$ cat src/rtl/cordic_nco_ctrl_pkg.sv
// Shared constants and types for the CORDIC NCO sequencer and its rotator.
package cordic_nco_ctrl_pkg;

  // Angle/sample width: 0..2^WIDTH-1 covers one full turn.
  localparam int CORDIC_WIDTH   = 12;
  // Quadrant register + (WIDTH-1) iterations + output register.
  localparam int CORDIC_LATENCY = CORDIC_WIDTH + 1;
  localparam int CORDIC_CNT_W   = 16;
  // 2047/K with K ~ 1.6468, so the rotated vector lands at full scale.
  localparam int CORDIC_X_INIT  = 'h4DB;

  typedef enum logic [1:0] {
    IDLE  = 2'd0,
    RUN   = 2'd1,
    DRAIN = 2'd2
  } state_e;

  // atan(2^-i) scaled so that 2^WIDTH is one full turn; shared with the rotator.
  localparam int ATAN_LUT [CORDIC_WIDTH] = '{512, 302, 160, 81, 41, 20, 10, 5, 3, 1, 1, 0};

  function automatic logic [CORDIC_WIDTH-1:0] atan_entry(input int idx);
    return CORDIC_WIDTH'(ATAN_LUT[idx]);
  endfunction

endpackage

$ cat src/rtl/cordic_nco_ctrl_if.sv
// Configuration handshake between a host and the NCO sequencer.
interface cordic_nco_ctrl_if #(
  parameter int WIDTH = 12,
  parameter int CNT_W = 16
);
  logic             cfg_valid;
  logic             cfg_ready;
  logic [WIDTH-1:0] cfg_fword;
  logic [WIDTH-1:0] cfg_phase;
  logic [CNT_W-1:0] cfg_count;

  modport master (
    output cfg_valid, cfg_fword, cfg_phase, cfg_count,
    input  cfg_ready
  );

  modport slave (
    input  cfg_valid, cfg_fword, cfg_phase, cfg_count,
    output cfg_ready
  );
endinterface

$ cat src/rtl/cordic_nco_ctrl_valid_pipe.sv
// Fixed-depth {valid,last} delay line that follows samples through the rotator.
module cordic_nco_ctrl_valid_pipe #(
  parameter int DEPTH = 13
) (
  input  logic clk,
  input  logic clr,
  input  logic valid_i,
  input  logic last_i,
  output logic valid_o,
  output logic last_o
);

  for (genvar gi = 0; gi < DEPTH; gi++) begin : g_stage
    logic [1:0] q;
    if (gi == 0) begin : g_head
      // First stage captures the flags registered alongside the angle.
      always_ff @(posedge clk) begin
        if (clr) q <= 2'b00;
        else     q <= {valid_i, last_i};
      end
    end else begin : g_tail
      // Each later stage shifts the previous one by a cycle.
      always_ff @(posedge clk) begin
        if (clr) q <= 2'b00;
        else     q <= g_stage[gi-1].q;
      end
    end
  end

  assign valid_o = g_stage[DEPTH-1].q[1];
  assign last_o  = g_stage[DEPTH-1].q[0];

endmodule

$ cat src/rtl/cordic_nco_ctrl.sv
// Angle sequencer for the pipelined CORDIC rotator: phase accumulator,
// burst/continuous control and valid/last tracking through the rotator.
module cordic_nco_ctrl
  import cordic_nco_ctrl_pkg::*;
#(
  parameter int WIDTH   = CORDIC_WIDTH,
  parameter int LATENCY = CORDIC_LATENCY,
  parameter int CNT_W   = CORDIC_CNT_W,
  parameter int X_INIT  = CORDIC_X_INIT
) (
  input  logic              clk,
  input  logic              reset,
  output logic              cordic_resetn,
  cordic_nco_ctrl_if.slave  cfg,
  input  logic              start,
  input  logic              stop,
  output logic              busy,
  output logic [WIDTH-1:0]  x_start,
  output logic [WIDTH-1:0]  y_start,
  output logic [WIDTH-1:0]  angle,
  output logic              sample_valid,
  output logic              sample_last,
  output logic              done
);

  state_e             state_q, state_d;
  logic [WIDTH-1:0]   angle_q, angle_d;
  logic [CNT_W-1:0]   issued_q, issued_d;
  logic [WIDTH-1:0]   fword_q, phase_q;
  logic [CNT_W-1:0]   count_q;
  logic [WIDTH-1:0]   x_q;
  logic               cfg_accept;
  logic               terminal;
  logic               last_issue;
  logic               pipe_valid, pipe_last;

  assign cordic_resetn = ~reset;
  assign cfg.cfg_ready = (state_q == IDLE) && !reset;
  assign cfg_accept    = cfg.cfg_valid && cfg.cfg_ready;

  // issued_q counts the sample currently on angle, so equality marks the final one.
  assign terminal   = (count_q != '0) && (issued_q == count_q);
  assign last_issue = (state_q == RUN) && (terminal || stop);

  // Next-state, accumulator and issue-counter logic.
  always_comb begin
    state_d  = state_q;
    angle_d  = angle_q;
    issued_d = issued_q;
    case (state_q)
      IDLE: begin
        if (start) begin
          state_d  = RUN;
          angle_d  = cfg_accept ? cfg.cfg_phase : phase_q;
          issued_d = CNT_W'(1);
        end
      end
      RUN: begin
        if (terminal || stop) begin
          // Hold the final angle while the rotator drains.
          state_d = DRAIN;
        end else begin
          angle_d  = angle_q + fword_q;
          issued_d = issued_q + CNT_W'(1);
        end
      end
      DRAIN: begin
        if (pipe_last) state_d = IDLE;
      end
      default: state_d = IDLE;
    endcase
  end

  // State, accumulator, counter and configuration registers.
  always_ff @(posedge clk) begin
    if (reset) begin
      state_q  <= IDLE;
      angle_q  <= '0;
      issued_q <= '0;
      fword_q  <= '0;
      phase_q  <= '0;
      count_q  <= '0;
      x_q      <= '0;
    end else begin
      state_q  <= state_d;
      angle_q  <= angle_d;
      issued_q <= issued_d;
      x_q      <= WIDTH'(X_INIT);
      if (cfg_accept) begin
        fword_q <= cfg.cfg_fword;
        phase_q <= cfg.cfg_phase;
        count_q <= cfg.cfg_count;
      end
    end
  end

  // Flags enter the delay line in the same cycle their angle is presented.
  cordic_nco_ctrl_valid_pipe #(.DEPTH(LATENCY)) u_valid_pipe (
    .clk     (clk),
    .clr     (reset),
    .valid_i (state_q == RUN),
    .last_i  (last_issue),
    .valid_o (pipe_valid),
    .last_o  (pipe_last)
  );

  assign angle        = angle_q;
  assign x_start      = x_q;
  assign y_start      = '0;
  assign busy         = (state_q != IDLE);
  assign sample_valid = pipe_valid;
  assign sample_last  = pipe_last;
  assign done         = (state_q == DRAIN) && pipe_last;

endmodule

$ cat src/flat_wrapper.sv
// flat-port wrapper written by rule: the top's interface ports become plain ports
module cordic_nco_ctrl_flat import cordic_nco_ctrl_pkg::*;
#(
  parameter int WIDTH   = CORDIC_WIDTH,
  parameter int LATENCY = CORDIC_LATENCY,
  parameter int CNT_W   = CORDIC_CNT_W,
  parameter int X_INIT  = CORDIC_X_INIT
)
  (clk, reset, cordic_resetn, start, stop, busy, x_start, y_start, angle, sample_valid, sample_last, done, cfg_cfg_valid, cfg_cfg_fword, cfg_cfg_phase, cfg_cfg_count, cfg_cfg_ready);
  cordic_nco_ctrl_if #(.WIDTH(WIDTH), .CNT_W(CNT_W)) cfg_i ();
  input  logic clk;
  input  logic reset;
  output logic cordic_resetn;
  input  logic start;
  input  logic stop;
  output logic busy;
  output logic [WIDTH-1:0] x_start;
  output logic [WIDTH-1:0] y_start;
  output logic [WIDTH-1:0] angle;
  output logic sample_valid;
  output logic sample_last;
  output logic done;
  input wire logic [$bits(cfg_i.cfg_valid)-1:0] cfg_cfg_valid;
  input wire logic [$bits(cfg_i.cfg_fword)-1:0] cfg_cfg_fword;
  input wire logic [$bits(cfg_i.cfg_phase)-1:0] cfg_cfg_phase;
  input wire logic [$bits(cfg_i.cfg_count)-1:0] cfg_cfg_count;
  output wire logic [$bits(cfg_i.cfg_ready)-1:0] cfg_cfg_ready;
  assign cfg_i.cfg_valid = cfg_cfg_valid;
  assign cfg_i.cfg_fword = cfg_cfg_fword;
  assign cfg_i.cfg_phase = cfg_cfg_phase;
  assign cfg_i.cfg_count = cfg_cfg_count;
  assign cfg_cfg_ready = cfg_i.cfg_ready;
  cordic_nco_ctrl #(.WIDTH(WIDTH), .LATENCY(LATENCY), .CNT_W(CNT_W), .X_INIT(X_INIT)) u_core (.clk(clk), .reset(reset), .cordic_resetn(cordic_resetn), .cfg(cfg_i), .start(start), .stop(stop), .busy(busy), .x_start(x_start), .y_start(y_start), .angle(angle), .sample_valid(sample_valid), .sample_last(sample_last), .done(done));
endmodule
$ cat config.mk
export PLATFORM = sky130hd
export DESIGN_NAME = cordic_nco_ctrl_flat
export DESIGN_NICKNAME = d
export VERILOG_FILES = /design/src/rtl/cordic_nco_ctrl_pkg.sv /design/src/rtl/cordic_nco_ctrl_if.sv /design/src/rtl/cordic_nco_ctrl_valid_pipe.sv /design/src/rtl/cordic_nco_ctrl.sv /design/src/flat_wrapper.sv
export SDC_FILE = /design/constraint.sdc
export NUM_CORES = 1
export LEC_CHECK = 0
export BUFFER_PORTS_ARGS = -buffer_cell sky130_fd_sc_hd__buf_2
export CAP_MARGIN = 20
export CORE_MARGIN = 2
export CORE_UTILIZATION = 50
export CTS_CLUSTER_DIAMETER = 40
export DETAILED_ROUTE_END_ITERATION = 10
export PLACE_DENSITY_LB_ADDON = 0.08
export SLEW_MARGIN = 5
export SYNTH_ARGS = -nofsm -noshare
export SYNTH_HDL_FRONTEND = slang
export SYNTH_SLANG_ARGS = --single-unit
$ cat constraint.sdc
create_clock -name clk -period 1.8 [get_ports clk]
set_input_delay 0.36 -clock clk [delete_from_list [all_inputs] [get_ports clk]]
set_output_delay 0.36 -clock clk [all_outputs]
set_load 0.005 [all_outputs]
== Word-level counts from Yosys, hierarchy flattened ==
Cells that the tools add are included.
Storage, ports and cells
  register bits: 107
  input bits: 45
  output and inout port bits: 42
  logic and storage cells: 55
Operators by class
  add/sub/neg operators: 2
  equality and inequality tests: 7
  muxes and demuxes: 12
  bitwise operators: 1
  reductions and logical operators: 13
Operator list (count)
  2-to-1 mux 12 bit: 3
  2-to-1 mux 16 bit: 2
  one-hot mux 16 bit (2 select lines): 1
  one-hot mux 12 bit (2 select lines): 1
  adder 16 x 1 -> 16 bit (second input constant): 1
  == test 16 bit: 1
  nonzero test 16 bit: 1
  adder 12 bit: 1
  2-to-1 mux 11 bit: 1
  2-to-1 mux 2 bit: 3
  != test 2 bit (second input constant): 3
  one-hot mux 2 bit (3 select lines): 1
  AND reduction 3 bit: 2
  logical AND 1 bit: 5
  nonzero test 2 bit: 2
  == test 2 x 1 -> 1 bit (second input constant): 1
  == test 2 bit (second input constant): 1
  logical NOT 2 bit: 1
  != test 2 x 1 -> 1 bit (second input constant): 1
  logical NOT 1 bit: 1
  logical OR 1 bit: 1
  inverter 1 bit: 1

== Logic depth before layout (Yosys ltp) ==
Gate-level depths: netlist (run 1).
  depth in word-level cells: 6
  gate-level depth with buffers: 9
  depth with buffers taken out: 9

== By module ==
From an unflattened synthesis (run 1), not the netlist that was laid out.
Second synthesis, totals
  cell total of the unflattened synthesis: 514
  area total of the unflattened synthesis: 4548.1 um^2
Modules (own cells, without submodules)
  cordic_nco_ctrl: times used 1, cells an instance 460, area an instance 3847.4 um^2, sequential area each 1421.4 um^2
  cordic_nco_ctrl_valid_pipe: times used 1, cells an instance 54, area an instance 700.7 um^2, sequential area each 520.5 um^2

== Least setup slack after synthesis (run 1) ==
No wires, ideal clock.
  path kind: reg-to-reg
  start: register u_core.angle_q[0], in the netlist u_core.angle[0]
  end: register u_core.angle_q[8], in the netlist u_core.angle[8]
  arrival: 1.890 ns
  required time: 1.666 ns
  slack: -0.224 ns
  cell stages (with the launch flop): 10
  buffers on the path: 0
  period minus slack after synthesis: 2.024 ns
  cell sequence: dfxtp_1 > ha_1 > inv_1 > fa_1 > nor2b_1 > o211ai_1 > a221oi_1 > o21ai_0 > a31oi_1 > a211oi_2
On the way
  longest elaborated chain between the ends: 3
Ends and longest elaborated chain
  start: declaration: line cordic_nco_ctrl.sv:27  | logic [WIDTH-1:0] angle_q, angle_d;
  start signal: assignment: line cordic_nco_ctrl.sv:86  | angle_q <= angle_d;
  adder 12 bit: line cordic_nco_ctrl.sv:63  | angle_d = angle_q + fword_q;
  2-to-1 mux 12 bit: line cordic_nco_ctrl.sv:59  | if (terminal || stop) begin
  one-hot mux 12 bit (2 select lines): line cordic_nco_ctrl.sv:50  | case (state_q)
Every way passes these cells. The select of a mux whose other input is x is not followed.
A chain may end at the register's enable or synchronous reset.

== Worst setup path in the final report (run 1) ==
  start: register u_core.fword_q[0]
  end: register u_core.angle_q[6], in the netlist u_core.angle[6]
On the way
  longest elaborated chain between the ends: 3
Ends and longest elaborated chain
  start: declaration: line cordic_nco_ctrl.sv:29  | logic [WIDTH-1:0] fword_q, phase_q;
  start signal: assignment: line cordic_nco_ctrl.sv:90  | fword_q <= cfg.cfg_fword;
  adder 12 bit: line cordic_nco_ctrl.sv:63
  2-to-1 mux 12 bit: line cordic_nco_ctrl.sv:59
  one-hot mux 12 bit (2 select lines): line cordic_nco_ctrl.sv:50
Every way passes these cells. The select of a mux whose other input is x is not followed.

==> results.json, run 1 <==
{
  "wl_per_cell_um": 15.5,
  "fmax_mhz": 486,
  "synth-main-ff-cell": "dfxtp_1",
  "yosysMostFrequentCell": "dfxtp_1",
  "grt_pass1_vias": 3915,
  "async_flop_share_pct": 0,
  "instances_no_fill": 762,
  "synth_edf_count": 0,
  "cts_tree": "yes",
  "dr.pass1.iters": 5,
  "violations": "setup timing",
  "clk_latency_ns": 0.37,
  "fp.dieArea_um2": 9970,
  "die_x_um": 99.8,
  "hold_class": "in2reg",
  "post_synth.cell_area_avg_um2": 8.88,
  "synth_area_leaders": "dfxtp_1 (42%), nand2_1 (6.3%), o21ai_0 (4.9%), xnor2_1 (3.8%), buf_4 (3.8%)",
  "p_leak_nw": 2.67,
  "fillCellCount": 696,
  "powerDensity_nw_per_um2": 878,
  "final_hold_viol_count": 0,
  "slew_viol_final": 0,
  "fin_nets": 707,
  "swShare_pct": 27.3,
  "yosysWarnings": 0,
  "antenna_found_initial": 0,
  "irDropWorstVdd_uv": 511,
  "drt_iter0_drc": 122,
  "n_antenna_cell": 0,
  "io_pins": 87,
  "final_antenna_net_count": 0,
  "status": "complete, but fails checks",
  "die-height_um": 99.8,
  "finalCriticalPeriod_ns": 2.06,
  "pwr-share-seq_pct": 42.8,
  "ys_seq_area_share_pct": 42.3,
  "maxCapViolCount": 0,
  "netlist_area_um2": 4590,
  "finalClockSkew_ns": 0.0158,
  "cp.required_ns": 2.09,
  "crit_fanout": 2,
  "tns_ns": -3.60,
  "power_switching_w": 0.00152,
  "power.internal_w": 0.00404,
  "wl_mm": 11.8,
  "start_kind": "register",
  "finalCritPeriodShare_pct": 114,
  "grt_pass1_wl_mm": 18.7,
  "drive_above_1_share_pct": 41.7,
  "synth_seq_cells": 97,
  "placed_cell_area_um2": 5400,
  "core.rowCount": 34,
  "core_area_um2": 8810,
  "dp_cells": 726,
  "cts_buffers": 9,
  "yosysTopAreaCell": "dfxtp_1",
  "setup.worst_path.end_class": "register",
  "cts_max_path_buffers": 2,
  "yosys.area.top_type_share_pct": 42.3,
  "port_buffers": 69,
  "yosys.cell_types.count": 59,
  "clock_sinks": 97,
  "globalplace.congestion": 0.878,
  "path_clk_slew_ns": 0.10,
  "critPathArrivalTime_ns": 2.35,
  "rsz0062_at_grt": "true",
  "fin_area_um2": 6330,
  "criticalPathCategory": "reg2reg",
  "htreeDepth": 3,
  "final-setup-viol-count": 28,
  "grt_max_degree": 55,
  "vias": 4046,
  "hpwl_mm": 7.86,
  "start_util_pct": 52.1,
  "via_per_inst": 5.31,
  "clockRootBuffer": "clkbuf_8",
  "p_clk_share_pct": 34.3,
  "gr-total-overflow": 0,
  "setup_ws_ns": -0.260,
  "drcViolationCount": 0,
  "yosys-top-cells-count": "dfxtp_1 (97), nand2_1 (77), o21ai_0 (45), nor2_1 (33), nor2b_1 (27)",
  "grt_use_total_pct": 23.9,
  "syn2layout_area_growth_pct": 37.8,
  "synthCells": 517,
  "p_comb_share_pct": 22.9
}
==> worst paths after layout <==
check / startpoint / to / slack (ns) / cells past startpoint
max: u_core.fword_q[0]$_SDFFE_PP0P_ / u_core.angle[6]$_SDFFE_PP0P_ / -0.26 / 10
min: cfg_cfg_count[14] / u_core.count_q[14]$_SDFFE_PP0P_ / 0.18 / 3
max reg2reg: u_core.fword_q[0]$_SDFFE_PP0P_ / u_core.angle[6]$_SDFFE_PP0P_ / -0.26 / 10
min reg2reg: u_core.u_valid_pipe.g_stage[4].q[0]$_SDFF_PP0_ / u_core.u_valid_pipe.g_stage[5].q[0]$_SDFF_PP0_ / 0.44 / 1
==> critical path, cell delays in order, from the launching register on <==
cell and delay [ns]:
dfxtp_2 0.37, ha_4 0.15, inv_2 0.03, fa_2 0.34, nor2b_2 0.14, buf_4 0.13
o2111a_2 0.26, nor3_1 0.07, xnor2_1 0.18, o21ai_2 0.08, a211oi_2 0.21
==> through the flow <==
step	setup WS, ns	total power [W]	utilization [%]	hold WS (ns)
final	-0.260	0.00556	71.9	0.179
after global routing	-0.325	0.00580	71.9	0.181
after CTS	-0.168	0.00547	69.5	0.167
after detailed placement	-0.240	0.00338	61.3	0.420
after global placement	-0.230	0.00336	61.3	0.417
after floorplan	-0.105	0.00301	-	0.414
==> state kept, by name, summed over array words and instances (netlist names) <==
| signal | cells |
|---|---|
| u_core.x_start | 1 |
| u_core.state_q | 2 |
| u_core.fword_q | 12 |
| u_core.phase_q | 12 |
| u_core.u_valid_pipe.g_stage.q | 26 |
| u_core.count_q | 16 |
| u_core.issued_q | 16 |
| u_core.angle | 12 |
==> cells by family (layout without fill, tap and decap cells) <==
| kind of cell | Yosys count | count (layout) | share of synthesized area [%] |
|---|---|---|---|
| AOI/OAI and AO/OA | 116 | 116 | 18.0 |
| xor gates and xnor gates | 23 | 23 | 4.55 |
| adders and majority gates | 13 | 13 | 3.71 |
| buffers and inverters | 63 | 184 | 8.12 |
| DFF | 97 | 97 | 42.3 |
| muxes | 13 | 13 | 2.83 |
| other | 1 | 17 | 0.0817 |
| and+or+nand+nor | 191 | 191 | 20.5 |
==> placed cells by master, fill, tap and decap left out, drive strengths merged, types with 7 or more instances in the layout <==
cell type	instances
conb	17
xnor2	21
and3	9
a211oi	9
dfxtp	97
nor3	9
nor2b	27
inv	11
clkbuf	11
o21ai	46
mux2i	13
a21oi	24
ha	12
a311oi	7
buf	157
nor2	33
nand2	77
nand3	10
==> cell type report <==
cell class / count / area [um^2] / area share (%)
Inverter: 10 / 37.5 / 0.593
Multi-Input combinational cell: 373 / 2710 / 42.7
Timing Repair Buffer: 158 / 1200 / 19.0
Sequential cell: 97 / 1970 / 31.2
Clock inverter: 6 / 138 / 2.17
Tap cell: 108 / 135 / 2.13
Clock buffer: 10 / 138 / 2.17
==> power by group through the flow <==
stage,sequential [W],combinational (W),clock (W)
2_1_floorplan,0.00238,0.000625,0
3_3_place_gp,0.00239,0.000972,0
3_5_place_dp,0.00240,0.000988,0
4_1_cts,0.00237,0.00118,0.00192
5_1_grt,0.00239,0.00139,0.00202
6_report,0.00238,0.00127,0.00191
==> routing by layer <==
| metal | global-route usage (%) | up-vias | wire (um) |
|---|---|---|---|
| met5 | 0 | - | 0 |
| met4 | 9.59 | 0 | 391 |
| met3 | 6.55 | 30 | 414 |
| met2 | 42.5 | 86 | 6300 |
| met1 | 27.1 | 1919 | 4750 |
| li1 | - | 2011 | - |
==> timing repair <==
| action | CTS | global route |
|---|---|---|
| gates cloned | 2 | 1 |
| hold buffers | 0 | 0 |
| pin swaps | 34 | 17 |
| gates resized for setup | 67 | 33 |
| setup buffers | 14 | 5 |
| endpoints found under the setup margin | 28 | 31 |
(Power assumes the default switching activity.)
==> run 2, diff against run 1 <==
==> constraint.sdc (replaced) <==
create_clock -name clk -period 1.8 [get_ports clk]
set_input_delay 0.09 -clock clk [delete_from_list [all_inputs] [get_ports clk]]
set_output_delay 0.09 -clock clk [all_outputs]
set_load 0.005 [all_outputs]
==> run 2 against run 1 <==
Effect of this change:
- hold slack worse by 0.15 ns
- first-iteration DRC count stayed put
- clock-buffer cell count down 1
- register-to-register slack gained 0.06 ns
- critical path type unchanged
- via count up 3.6%
- critical path depth did not move
- utilization is 1.3 points higher
- die area is the same
- largest cell class unchanged
- sequential share of layout area shrank 0.44 points
- combinational power about the same
- the run still ends with setup timing left
- global-route usage is 0.23 points lower
- final area up 1.8%
- highest routed layer unchanged
==> results.json, run 2 (synthesis results as in run 1) <==
{
  "status": "complete, but fails checks",
  "violations": "setup timing",
  "hpwl_mm": 7.73,
  "setup_ws_ns": -0.196,
  "p_leak_nw": 2.70,
  "relSlewSlack_pct": 62.9,
  "die-height_um": 99.8,
  "drcViolationCount": 0,
  "dr.pass1.iters": 4,
  "htreeDepth": 3,
  "fin_area_um2": 6440,
  "largest_reg_flops": 26,
  "worstReg2RegStart": "u_core.fword_q[0]$_SDFFE_PP0P_",
  "irDropWorstVdd_uv": 453,
  "cts_buffers": 9,
  "holdPathStages": 3,
  "grt_pass1_vias": 3993,
  "slew_viol_final": 0,
  "vias": 4193,
  "gr-total-overflow": 0,
  "setup.worst_path.end_class": "register",
  "clockRootBuffer": "clkbuf_8",
  "finalClockSkew_ns": 0.0120,
  "hold_class": "in2reg",
  "io_pins": 87,
  "final-setup-viol-count": 18,
  "die_x_um": 99.8,
  "wl_mm": 12.2,
  "cp-startpoint": "u_core.fword_q[0]$_SDFFE_PP0P_",
  "tightest_slew_ns": 0.557,
  "core_area_um2": 8810,
  "fmax_mhz": 501,
  "start_util_pct": 52.1,
  "via_per_inst": 5.29,
  "clk_latency_ns": 0.36,
  "cp.required_ns": 2.08,
  "crit_fanout": 2,
  "post-route-util_pct": 73.2,
  "placed_cell_area_um2": 5330,
  "drt_iter0_drc": 122,
  "rsz0062_at_grt": "true",
  "antenna_found_initial": 0,
  "wl_per_cell_um": 15.4,
  "hp-start": "start",
  "n_antenna_cell": 0,
  "criticalPathCategory": "reg2reg",
  "grt_use_total_pct": 23.7,
  "critPathArrivalTime_ns": 2.28,
  "reg2reg_setup_slack_ns": -0.20,
  "hold_end": "u_core.state_q[0]$_SDFFE_PP0P_",
  "fin_nets": 738,
  "maxCapViolCount": 0,
  "port_buffers": 69,
  "powerDensity_nw_per_um2": 774,
  "final_hold_viol_count": 0,
  "path_clk_slew_ns": 0.10,
  "start_kind": "register",
  "cts_max_path_buffers": 2,
  "syn2layout_area_growth_pct": 40.4,
  "reg.largest.list": "u_core.u_valid_pipe.g_stage.q x26, u_core.count_q x16, u_core.issued_q x16",
  "fp.dieArea_um2": 9970,
  "fillCellCount": 648,
  "cts_tree": "yes",
  "globalplace.congestion": 0.848,
  "max_flop_register": "u_core.u_valid_pipe.g_stage.q",
  "final_antenna_net_count": 0,
  "r2r_cells": 10,
  "core.rowCount": 34,
  "grt_max_degree": 57,
  "r2r_end": "u_core.angle[10]$_SDFFE_PP0P_",
  "grt_pass1_wl_mm": 18.8,
  "finalCriticalPeriod_ns": 2.00,
  "layout_commonest_cell": "nand2_1",
  "drive_above_1_share_pct": 38.4,
  "finalCritPeriodShare_pct": 111,
  "final_cell_mix": "nand2_1 (77), dfxtp_1 (72), buf_2 (70), buf_4 (60), dlygate4sd3_1 (40)",
  "clock_sinks": 97
}
[run 2: cell types whose count changed in the layout (fill, tap and decap cells not counted), moves of 4 or more]
cell,previous run,this run
bufinv_16,4,0
a21oi_1,10,18
a21oi_4,7,3
buf_4,69,60
dlygate4sd3_1,0,40
buf_6,8,14
buf_12,7,3
[run 2: worst max path at each step]
stage,end,slack [ns],cells after the start
2_1_floorplan,u_core.angle[8]$_SDFFE_PP0P_,-0.11,9
3_3_place_gp,u_core.issued_q[15]$_SDFFE_PP0P_,-0.35,5
3_5_place_dp,u_core.issued_q[15]$_SDFFE_PP0P_,-0.40,5
4_1_cts,u_core.angle[10]$_SDFFE_PP0P_,-0.19,10
5_1_grt,u_core.angle[10]$_SDFFE_PP0P_,-0.26,10
6_report,u_core.angle[10]$_SDFFE_PP0P_,-0.20,10
[run 2: area by class of cell]
cell class | count | area (um^2) | share of cell area, %
clock inverters | 7 | 61.3 | 0.951
repair buffers | 187 | 1420 | 22.0
well taps | 108 | 135 | 2.10
inverters | 10 | 37.5 | 0.582
flip-flops and latches | 97 | 1980 | 30.7
multi-input cells | 375 | 2690 | 41.7
clock buffers | 9 | 124 | 1.92
[run 2: metrics by stage]
step	TNS, ns	power, W	worst slack, ns	cells	hold WS, ns
floorplan	-0.111	0.00301	-0.105	533	0.198
global placement	-5.53	0.00333	-0.354	718	0.281
detailed placement	-6.16	0.00335	-0.400	718	0.290
CTS	-0.733	0.00488	-0.189	785	0.0276
global route	-3.59	0.00523	-0.259	793	0.0630
finish	-1.04	0.00499	-0.196	793	0.0256
[run 2: worst max-delay path, cell delays in order, from the launching register on]
cell and delay [ns]:
dfxtp_2 0.35, ha_4 0.16, inv_2 0.05, fa_2 0.23, nor2b_4 0.05, buf_4 0.13
o2111a_2 0.27, nor4b_4 0.29, nor3_1 0.09, o21a_1 0.21, o32ai_2 0.08
[run 2: repair_timing]
item / 4_1_cts / 5_1_grt
setup endpoints to repair: 29 / 28
buffers inserted: 10 / 7
hold endpoints to repair: 40 / 0
gates cloned: 1 / 2
resized for setup: 43 / 56
hold buffers: 40 / 0
pin swaps: 32 / 35
[run 2: routing by layer]
| metal | global-route usage (%) | up-vias | wire [um] | share of wire (%) |
|---|---|---|---|---|
| met4 | 9.17 | 0 | 323 | 2.6 |
| met1 | 27.8 | 1980 | 5030 | 41 |
| li1 | - | 2082 | - | - |
| met2 | 43.8 | 103 | 6400 | 52 |
| met3 | 2.86 | 28 | 448 | 3.7 |
| met5 | 0 | - | 0 | 0 |
[run 2: power by group]
| part | leakage [nW] | internal [W] | switching, W | total [W] |
|---|---|---|---|---|
| Combinational | 1.80 | 0.000637 | 0.000603 | 0.00124 |
| Sequential | 0.802 | 0.00227 | 0.000106 | 0.00237 |
| Clock | 0.0940 | 0.000533 | 0.000846 | 0.00138 |
| Total | 2.70 | 0.00344 | 0.00155 | 0.00499 |
==> run 3, diff against run 2 <==
==> constraint.sdc (replaced) <==
create_clock -name clk -period 1.8 [get_ports clk]
set_input_delay 0.09 -clock clk [delete_from_list [all_inputs] [get_ports clk]]
set_output_delay 0.09 -clock clk [all_outputs]
set_load 0.02 [all_outputs]
==> run 3 against run 2 <==
Effect of this change:
- the flow still finishes with violations (setup timing)
- flip-flop and latch count did not move
- first-iteration DRC count rose by 9.0%
- register-to-register slack got worse by 0.07 ns
- clock skew rose by 0.0027 ns
- total power rose by 7.4%
==> results.json, run 3 (synthesis results as in run 1) <==
{
  "grt_use_met1_pct": 28.3,
  "core.rowCount": 34,
  "drt_iter0_drc": 133,
  "die_x_um": 99.8,
  "finalCriticalPeriod_ns": 2.07,
  "wl_mm": 12.5,
  "cts_max_path_buffers": 2,
  "clock_sinks": 97,
  "worstReg2RegStart": "u_core.angle[0]$_SDFFE_PP0P_",
  "cts_buffers": 9,
  "setup_ws_ns": -0.268,
  "final_hold_viol_count": 0,
  "finalCritPeriodShare_pct": 115,
  "r2r_end": "u_core.angle[10]$_SDFFE_PP0P_",
  "hold_class": "in2reg",
  "final_antenna_net_count": 0,
  "powerDensity_nw_per_um2": 811,
  "syn2layout_area_growth_pct": 44.0,
  "path_clk_slew_ns": 0.10,
  "slew_viol_final": 0,
  "fin_area_um2": 6610,
  "drcViolationCount": 0,
  "die-height_um": 99.8,
  "fmax_mhz": 483,
  "final_cell_mix": "nand2_1 (77), buf_2 (69), dfxtp_1 (65), buf_4 (64), dlygate4sd3_1 (37)",
  "hpwl_mm": 7.91,
  "largest_reg_flops": 26,
  "reg2reg_setup_slack_ns": -0.27,
  "start_util_pct": 52.1,
  "grt_use_total_pct": 24.7,
  "n_antenna_cell": 0,
  "use_met2_pct": 45.9,
  "vias": 4160,
  "cp-startpoint": "u_core.angle[0]$_SDFFE_PP0P_",
  "irDropWorstVdd_uv": 462,
  "placed_cell_area_um2": 5350,
  "r2r_cells": 10,
  "maxCapViolCount": 0,
  "final-setup-viol-count": 29,
  "antenna_found_initial": 0,
  "fp.dieArea_um2": 9970,
  "grtUsageMet3_pct": 5.29,
  "grt_pass1_wl_mm": 19.6,
  "worstSetupEndpoint": "u_core.angle[10]$_SDFFE_PP0P_",
  "finalClockSkew_ns": 0.0147,
  "dr.pass1.iters": 5,
  "reg.largest.list": "u_core.u_valid_pipe.g_stage.q x26, u_core.count_q x16, u_core.issued_q x16",
  "layout_commonest_cell": "nand2_1",
  "busiest_layer": "met2",
  "grt_pass1_vias": 4129,
  "via_per_inst": 5.29,
  "gr-total-overflow": 0,
  "crit_fanout": 2,
  "violations": "setup timing",
  "start_kind": "register",
  "htreeDepth": 3,
  "cp.required_ns": 2.05,
  "core_area_um2": 8810,
  "clk_latency_ns": 0.37,
  "cts_tree": "yes",
  "globalplace.congestion": 0.852,
  "p_leak_nw": 2.72,
  "criticalPathCategory": "reg2reg",
  "max_flop_register": "u_core.u_valid_pipe.g_stage.q",
  "io_pins": 87,
  "clockRootBuffer": "clkbuf_8",
  "critPathArrivalTime_ns": 2.32,
  "dp_slack_ns": -0.409,
  "tightest_slew_ns": 0.613,
  "status": "complete, but fails checks",
  "grt_max_degree": 56,
  "drive_above_1_share_pct": 41.8,
  "relSlewSlack_pct": 59.1,
  "rsz0062_at_grt": "true",
  "fin_nets": 732,
  "wl_per_cell_um": 15.9,
  "port_buffers": 69,
  "setup.worst_path.end_class": "register"
}
-- run 3: cell types whose count changed in the layout (fill, tap and decap cells not counted), sizes merged --
| cell | delta |
|---|---|
| o21ai | -1 |
| inv | -4 |
| clkinvlp | +2 |
| bufinv | +2 |
| a21oi | -1 |
| clkbuf | +3 |
| clkinv | -1 |
| buf | -3 |
| dlygate4sd3 | -3 |
-- run 3: how the worst min path moves through the flow --
stage / cells after the start / startpoint / to
CTS: 3 / cfg_cfg_phase[3] / u_core.phase_q[3]$_SDFF_PP0_
detailed placement: 3 / cfg_cfg_count[9] / u_core.count_q[9]$_SDFFE_PP0P_
global route: 3 / cfg_cfg_phase[10] / u_core.phase_q[10]$_SDFF_PP0_
global placement: 3 / cfg_cfg_count[6] / u_core.count_q[6]$_SDFFE_PP0P_
finish: 3 / cfg_cfg_phase[3] / u_core.phase_q[3]$_SDFF_PP0_
floorplan: 2 / cfg_cfg_fword[1] / u_core.fword_q[1]$_SDFFE_PP0P_
-- run 3: repair_timing --
item	in CTS	in global routing
setup buffers	11	4
resized for setup	48	75
endpoints found under the hold margin	37	0
pin swaps	36	50
gates cloned	2	1
hold buffers	37	0
setup endpoints to repair	29	28
-- run 3: report_power, final --
part	total, W	switching, W	internal, W	leakage (nW)
logic	0.00138	0.000708	0.000673	1.81
registers	0.00238	0.000114	0.00227	0.806
clock network	0.00160	0.000777	0.000823	0.105
-- run 3: routing by layer --
layer / share of wire [%] / routed length (um)
met5: 0 / 0
met4: 2.9 / 361
met3: 3.2 / 403
met2: 54 / 6750
met1: 40 / 5000
-- run 3: layout make-up --
| type | count | area (um^2) |
|---|---|---|
| multi-input combinational | 373 | 2800 |
| fill | 670 | 2190 |
| clock inverter | 6 | 91.3 |
| sequential | 97 | 2000 |
| clock buffer | 10 | 138 |
| inverter | 10 | 37.5 |
| timing repair buffer | 183 | 1410 |
| tap | 108 | 135 |
-- run 3: through the flow --
step                      power [W]  TNS (ns)  std cells  util [%]  hold WS [ns]
after floorplan             0.00309    -0.290        533         -         0.198
after global placement      0.00343     -5.20        718      60.8         0.282
after detailed placement    0.00344     -6.31        718      60.8         0.290
after CTS                   0.00524     -1.72        783      71.3       0.00827
after global routing        0.00562     -4.99        787      75.1        0.0131
final                       0.00536     -2.65        787      75.1        0.0162
-- run 3: worst max-delay path: stages, from the launching register on --
cell,delay [ns]
dfxtp_4,0.37
ha_4,0.15
inv_2,0.05
fa_2,0.23
nor2b_4,0.05
buf_4,0.13
o2111a_2,0.28
nor4b_4,0.31
o21a_1,0.17
o21a_1,0.15
o32ai_2,0.06
